==> config.mk <==
export PLATFORM = sky130hd
export DESIGN_NAME = gba_line_writer
export DESIGN_NICKNAME = d
export VERILOG_FILES = /design/src/rtl/gba_line_writer.sv
export SDC_FILE = /design/constraint.sdc
export NUM_CORES = 1
export LEC_CHECK = 0
export CORE_UTILIZATION = 54
export CTS_CLUSTER_SIZE = 12
export DETAILED_ROUTE_END_ITERATION = 12
export PLACE_DENSITY = 0.92
export SLEW_MARGIN = 10
export SYNTH_ARGS = -nofsm -noshare
export SYNTH_HDL_FRONTEND = slang
export SYNTH_SLANG_ARGS = --single-unit
==> constraint.sdc <==
create_clock -name clk -period 5.4 [get_ports clk]
set_input_delay 0.54 -clock clk [delete_from_list [all_inputs] [get_ports clk]]
set_output_delay 0.54 -clock clk [all_outputs]
set_load 0.01 [all_outputs]
==> src/rtl/gba_line_writer.sv <==
// GBA pixel stream capture into the 4-slot HDMI line cache.
// Producer side of the line handshake: tracks completed lines, gates reader advance.
module gba_line_writer #(
   parameter int LINE_PIXELS = 240,
   parameter int FRAME_LINES = 160
) (
   input  logic        clk,
   input  logic        rst,
   input  logic        vsyncIn,
   input  logic        pxlValidIn,
   input  logic [4:0]  redIn,
   input  logic [4:0]  greenIn,
   input  logic [4:0]  blueIn,
   input  logic        nextLine,
   output logic        wrEn,
   output logic [9:0]  wrAddr,
   output logic [14:0] wrData,
   output logic [1:0]  readSlot,
   output logic        sameLine,
   output logic        newFrame,
   output logic        overflow
);

   localparam logic [7:0] LAST_PXL  = 8'(LINE_PIXELS - 1);
   localparam logic [7:0] LAST_LINE = 8'(FRAME_LINES - 1);

   typedef enum logic [1:0] {
      IDLE,
      ACTIVE,
      DONE
   } state_t;

   state_t     state;
   logic       vsync_d;
   logic [7:0] pxl_cnt;
   logic [7:0] line_cnt;
   logic [1:0] wr_slot;
   logic [2:0] avail_cnt;

   logic vsync_rise;
   logic capture;
   logic line_done;
   logic accept;

   assign vsync_rise = vsyncIn & ~vsync_d;
   assign capture    = (state == ACTIVE) & pxlValidIn & ~vsync_rise;
   assign line_done  = capture & (pxl_cnt == LAST_PXL);
   assign accept     = nextLine & ~sameLine & ~vsync_rise;

   // availCnt counts complete lines from readSlot onward
   assign sameLine = (avail_cnt < 3'd2);

   always_ff @(posedge clk or posedge rst) begin
      if (rst) begin
         state     <= IDLE;
         vsync_d   <= 1'b0;
         pxl_cnt   <= '0;
         line_cnt  <= '0;
         wr_slot   <= '0;
         avail_cnt <= '0;
         readSlot  <= '0;
         wrEn      <= 1'b0;
         wrAddr    <= '0;
         wrData    <= '0;
         newFrame  <= 1'b0;
         overflow  <= 1'b0;
      end else begin
         vsync_d <= vsyncIn;
         wrEn    <= 1'b0;
         if (vsync_rise) begin
            state     <= ACTIVE;
            pxl_cnt   <= '0;
            line_cnt  <= '0;
            wr_slot   <= '0;
            avail_cnt <= '0;
            readSlot  <= '0;
            newFrame  <= 1'b1;
         end else begin
            if (capture) begin
               wrEn   <= 1'b1;
               wrAddr <= {wr_slot, pxl_cnt};
               wrData <= {redIn, greenIn, blueIn};
               if (line_done) begin
                  pxl_cnt  <= '0;
                  wr_slot  <= wr_slot + 2'd1;
                  line_cnt <= line_cnt + 8'd1;
                  if (line_cnt == 8'd0)
                     newFrame <= 1'b0;
                  if (line_cnt == LAST_LINE)
                     state <= DONE;
               end else begin
                  pxl_cnt <= pxl_cnt + 8'd1;
               end
            end
            if (accept)
               readSlot <= readSlot + 2'd1;
            // completion and accepted advance in one cycle cancel out
            unique case ({line_done, accept})
               2'b10: begin
                  if (avail_cnt >= 3'd2)
                     overflow <= 1'b1;
                  if (avail_cnt != 3'd3)
                     avail_cnt <= avail_cnt + 3'd1;
               end
               2'b01: avail_cnt <= avail_cnt - 3'd1;
               default: ;
            endcase
         end
      end
   end

endmodule

-- Word level (Yosys, flattened, before mapping)
Cells that the tools add are included.
Widths: inputs -> output; s select.
- div/mod/pow operators: 0
- eq/ne operators: 7
- $add $sub $neg: 6
- magnitude comparators: 2
- shift operators: 0
- mux-type cells: 24
- bitwise logic cells: 9
- multipliers: 0
- reductions and logical operators: 13
- operators by type and width (operator ; count):
    $mux 8 ; 6
    $mux 2 ; 9
    $add 8x1->8 const B ; 2
    $eq 8x8->1 const B ; 2
    $reduce_bool 2->1 ; 5
    $reduce_and 3->1 ; 3
    $logic_not 8->1 ; 1
    $and 1x1->1 ; 6
    $mux 1 ; 6
    $mux 3 ; 2
    $pmux 3 s2 ; 1
    $reduce_and 2->1 ; 3
    $add 2x1->2 const B ; 2
    $eq 2x1->1 const B ; 2
    $add 3x1->3 const B ; 1
    $ge 3x2->1 const B ; 1
    $lt 3x2->1 const B ; 1
    $ne 3x2->1 const B ; 1
    $ne 3x3->1 const B ; 1
    $not 1->1 ; 3
    $reduce_bool 3->1 ; 1
    $sub 3x1->3 const B ; 1
    $eq 2x2->1 const B ; 1
- output and inout port bits: 31
- flip-flop bits (word level): 54
- input bits: 20
- ROM bits: 0
- word-level logic and storage cells: 73
- bits in latches: 0
- memories kept: 0
- bits in writable memories: 0

-- Logic depth before layout (Yosys ltp)
- depth after elaboration: 8
- depth in mapped cells: 8
- depth with buffers taken out: 8

-- Least setup slack after synthesis
No wires, ideal clock.
- kind: input to register
- start: in vsyncIn
- end: reg avail_cnt[2]
- data required time: 5.323 ns
- cell stages on the path: 8
- setup time: 0.077 ns
- data arrival time: 2.376 ns
- buffers on the path: 1
- setup slack: 2.947 ns
- cells stage by stage: nor2b_1 buf_6 nor4_4 nor3_1 fa_1 or3_1 a21o_1 a21oi_1
- longest elaborated chain between the ends: 7
- elaborated cells on any way between the ends: 12
- classes of those cells: eq/ne (3); mux (2); bitwise (5); reduce/logical (2)
- RTL lines (element ; RTL line ; source):
    from (decl) ; 9 ; input logic vsyncIn,
    $and 1x1->1 * ; 45 ; assign vsync_rise = vsyncIn & ~vsync_d;
    $not 1->1 (no source line) ; -- ;
    $and 1x1->1 ; 46 ; assign capture = (state == ACTIVE) & pxlValidIn & ~vsync_rise;
    $and 1x1->1 ; 47 ; assign line_done = capture & (pxl_cnt == LAST_PXL);
    $eq 2x1->1 or $eq 2x2->1 (tied branches) ; 98 ; unique case ({line_done, accept})
    $pmux 3 s2, or another cell as far along ; 98 ;
    $mux 3 or $reduce_and 2->1 (tied branches) ; -- ;
    to (signal assigned) ; 103 ; avail_cnt <= avail_cnt + 3'd1;
    to (signal assigned) ; 105 ; 2'b01: avail_cnt <= avail_cnt - 3'd1;
    to (decl) ; 38 ; logic [2:0] avail_cnt;
Every way passes the cells marked *; elsewhere a longest branch is shown, timed or not.
A chain may end at the register's enable or synchronous reset.

-- Worst setup path after layout
Same ends and word-level chain as after synthesis.

==> impl_results.md <==
- Port bufs: 50
- Run status: completed
- PwrDens: 268 mW/mm^2
- Row count: 23
- Seq pwr share: 56.0%
- Setup ws final: 2.56 ns
- Total track usage: 20.2%
- Crit path launch type: input pin
- Via count: 1,618
- Buffers from clock root to sink, at most: 2
- Synthesis Warnings: 0
- P_int: 0.614 mW
- CP Capture Type: flop
- DIE HEIGHT: 68.3 um
- Worst-skew pair later-pin latency: 0.31 ns
- Compound-gate portion of the synthesized area: 4.06%
- Root Driver: clkbuf_8
- Post CTS Setup Buffer Count: 0
- DRC: 0
- WL per Instance: 14.7 um
- Register Area: 0.00135 mm^2
- Fillers: 277
- Clock period minus worst slack: 2.84 ns
- Post-Layout Cell Count: 299
- Vias in the first global route: 1,497
- Remaining Overflow, GRT: 0
- CP Max Fanout: 20
- Sequential share of the synthesized area: 56.9%
- RSZ-0062 raised after global routing: false
- Largest net degree at the start of global routing: 55
- Drt total wl: 4.38 mm
- Antenna violations before repair: 0
- Clk sinks: 54
- GPL Wtd Cong: 0.800
- Cells after synthesis: 195
- Relative slew slack: 27.5%
- Final count of pins violating max slew: 0
- Comb pwr share: 16.0%
- Placed instance count: 291
- Antenna Cells: 0
- Worst slack at placement: 2.24 ns
- Synth Cell Area: 0.00237 mm^2
- Hold Crit Class: reg2reg
- Final net count: 272
- Starting Density: 57.7%
- Multi-input logic area: 978 um^2
- Xor-xnor portion of the synthesized cell area: 6.27%
- Drt pass-1 iters: 4
- Final HPWL DP: 3.21 mm
- Setup TNS: 0 ns
- Critical path type: in2reg
- Clock power frac: 28.0%
- Post-DRT Antenna Nets: 0
- Synthesis-to-finish area growth: 26.7%
- Global-route wire length before repair: 6.73 mm
- Setup Viol. Count Final: 0
- Largest family of logic cells by synthesized area: simple AND/OR/NAND/NOR gates
- Maxcap violations: 0
- Post-CTS Hold Buffers: 0
- P_leak: 1.34 nW
- Clk_skew: 0.00913 ns
- Simple-gate share of the synthesized area: 16.2%
- Initial drt markers: 68
- Post-CTS Resized: 0
- H-tree depth: 2
- Worst Path Required: 5.64 ns
- DIE AREA: 0.00466 mm^2
- Adder-cell share of the synthesized area: 2.42%
- Synth Register Bits: 54
- Worst-Margin Slew: 1.09 ns
- Syn Nets: 219
- Psw: 0.193 mW
- Yosys cell types: 37
- IO Count: 51
- Core area: 0.00412 mm^2
- Fmax: 352 MHz
- Avg Cell Area, Syn: 12.2 um^2
- VDD IR max: 0.177 mV
- Fraction of layout cells with a size suffix above 1: 16.5%
- Final Hold Viols: 0
- Multiplexer share of the synthesized area: 12.3%
- Critical Path AT: 3.08 ns
- TritonCTS clock tree: yes
- Worst-path clk slew: 0.09 ns
- Via/cell ratio: 5.41
- Switch share: 23.9%
- Pwr Total: 0.806 mW
- CTS Buf Count: 5
- Die width: 68.3 um
- Final Cycle Share: 52.6%
## registers in the layout, summed over array words and instances, names as in the netlist
name	cells
wrData	15
wrAddr	10
line_cnt	8
pxl_cnt	8
avail_cnt	3
readSlot	2
state	2
wr_slot	2
newFrame	1
overflow	1
vsync_d	1
wrEn	1
## final cells by class
type                            instances  area share, %
Sequential cell                        54           44.9
Clock inverter                          1          0.166
Inverter                                4          0.499
Tap cell                               50           2.08
Clock buffer                            7           2.87
Timing Repair Buffer                   51           16.9
Multi-Input combinational cell        132           32.5
## power by group through the flow
stage,logic [mW],clock network [mW],registers [mW]
final,0.129,0.226,0.451
after global routing,0.140,0.252,0.456
after CTS,0.132,0.231,0.452
after detailed placement,0.131,0,0.460
after global placement,0.128,0,0.457
after floorplan,0.0493,0,0.468
## layout by cell type, fill, tap and decap left out, types with 2 or more instances in the layout
master	Yosys	routed
dfrtp_1	54	54
clkdlybuf4s50_1	0	50
mux2_2	25	25
nor2_1	21	21
nand2_1	16	16
xor2_1	12	12
o21ai_0	7	7
nand4_1	7	7
clkbuf_8	0	6
xnor2_1	5	5
nand3_1	4	4
a21oi_1	3	3
inv_1	4	3
nor3_1	3	3
ha_1	3	3
nor2b_1	2	2
or3_1	2	2
a21o_1	2	2
and3_1	2	2
nor4_1	2	2
## routing by layer
layer,share of wire (%),global-route usage (%)
met1,43,24.4
met2,50,33.3
met3,5.9,6.67
met4,1.2,7.81
met5,0,0
## through the flow
stage / hold slack (ns) / cell area (um^2) / utilization, %
floorplan: 0.487 / 2370 / -
global placement: 0.450 / 2920 / 70.8
detailed placement: 0.458 / 2920 / 70.8
CTS: 0.479 / 3010 / 73.1
global route: 0.513 / 3010 / 73.1
finish: 0.471 / 3010 / 73.1
## logic make-up after synthesis
family,Yosys count
AND/OR/NAND/NOR,69
flip-flops,54
multiplexers,26
XOR/XNOR,17
AO/OA/AOI/OAI,16
buffers and inverters,9
adder cells (fa/ha/maj),4
## cells in the mapped netlist
| master | n | area [um^2] |
|---|---|---|
| o22ai_1 | 1 | 6.26 |
| nor2b_1 | 2 | 12.5 |
| ha_1 | 3 | 37.5 |
| nor2_4 | 1 | 11.3 |
| nand3b_1 | 1 | 7.51 |
| o21ai_0 | 7 | 35.0 |
| inv_1 | 4 | 15.0 |
| a21oi_1 | 3 | 15.0 |
| or2_2 | 1 | 6.26 |
| xor2_1 | 12 | 105 |
| nor4_1 | 2 | 12.5 |
| nand4_1 | 7 | 43.8 |
| buf_6 | 1 | 11.3 |
| a21o_1 | 2 | 15.0 |
| fa_1 | 1 | 20.0 |
| mux2i_1 | 1 | 10.0 |
| o2bb2ai_1 | 1 | 8.76 |
| nand3b_4 | 1 | 20.0 |
| nor4_4 | 1 | 21.3 |
| a22o_1 | 1 | 8.76 |
| and3_1 | 2 | 12.5 |
| and4_1 | 1 | 8.76 |
| nand2_1 | 16 | 60.1 |
| nor3_1 | 3 | 15.0 |
| dfrtp_1 | 54 | 1350 |
| mux2_2 | 25 | 282 |
| or3_1 | 2 | 12.5 |
| nand3_1 | 4 | 20.0 |
| o21a_1 | 1 | 7.51 |
| xnor2_1 | 5 | 43.8 |
| nand2b_1 | 1 | 6.26 |
| nand4b_2 | 1 | 15.0 |
| nor3_2 | 1 | 10.0 |
| clkbuf_1 | 2 | 7.51 |
| nor2_1 | 21 | 78.8 |
| buf_2 | 2 | 10.0 |
| nand3_2 | 1 | 10.0 |
## worst paths after layout
path	from	to	slack [ns]	cells past startpoint
min in group asynchronous	rst	wrData[13]	0.81	2
worst min register to register	overflow	overflow	0.47	1
worst max-delay path	vsyncIn	avail_cnt[2]	2.56	9
worst max register to register	pxl_cnt[1]	avail_cnt[2]	2.79	8
max in group asynchronous	rst	wrData[6]	3.91	2
worst min-delay path	overflow	overflow	0.47	1
## worst max-delay path, cell delays in order
cell and delay (ns):
clkdlybuf4s50_1 0.42, nor2b_1 0.14, buf_4 0.20, nor4_4 0.50
nor3_1 0.13, fa_1 0.43, or3_1 0.40, a21o_1 0.17
a21oi_1 0.13
Note: power is estimated with default switching activity, not from simulation.
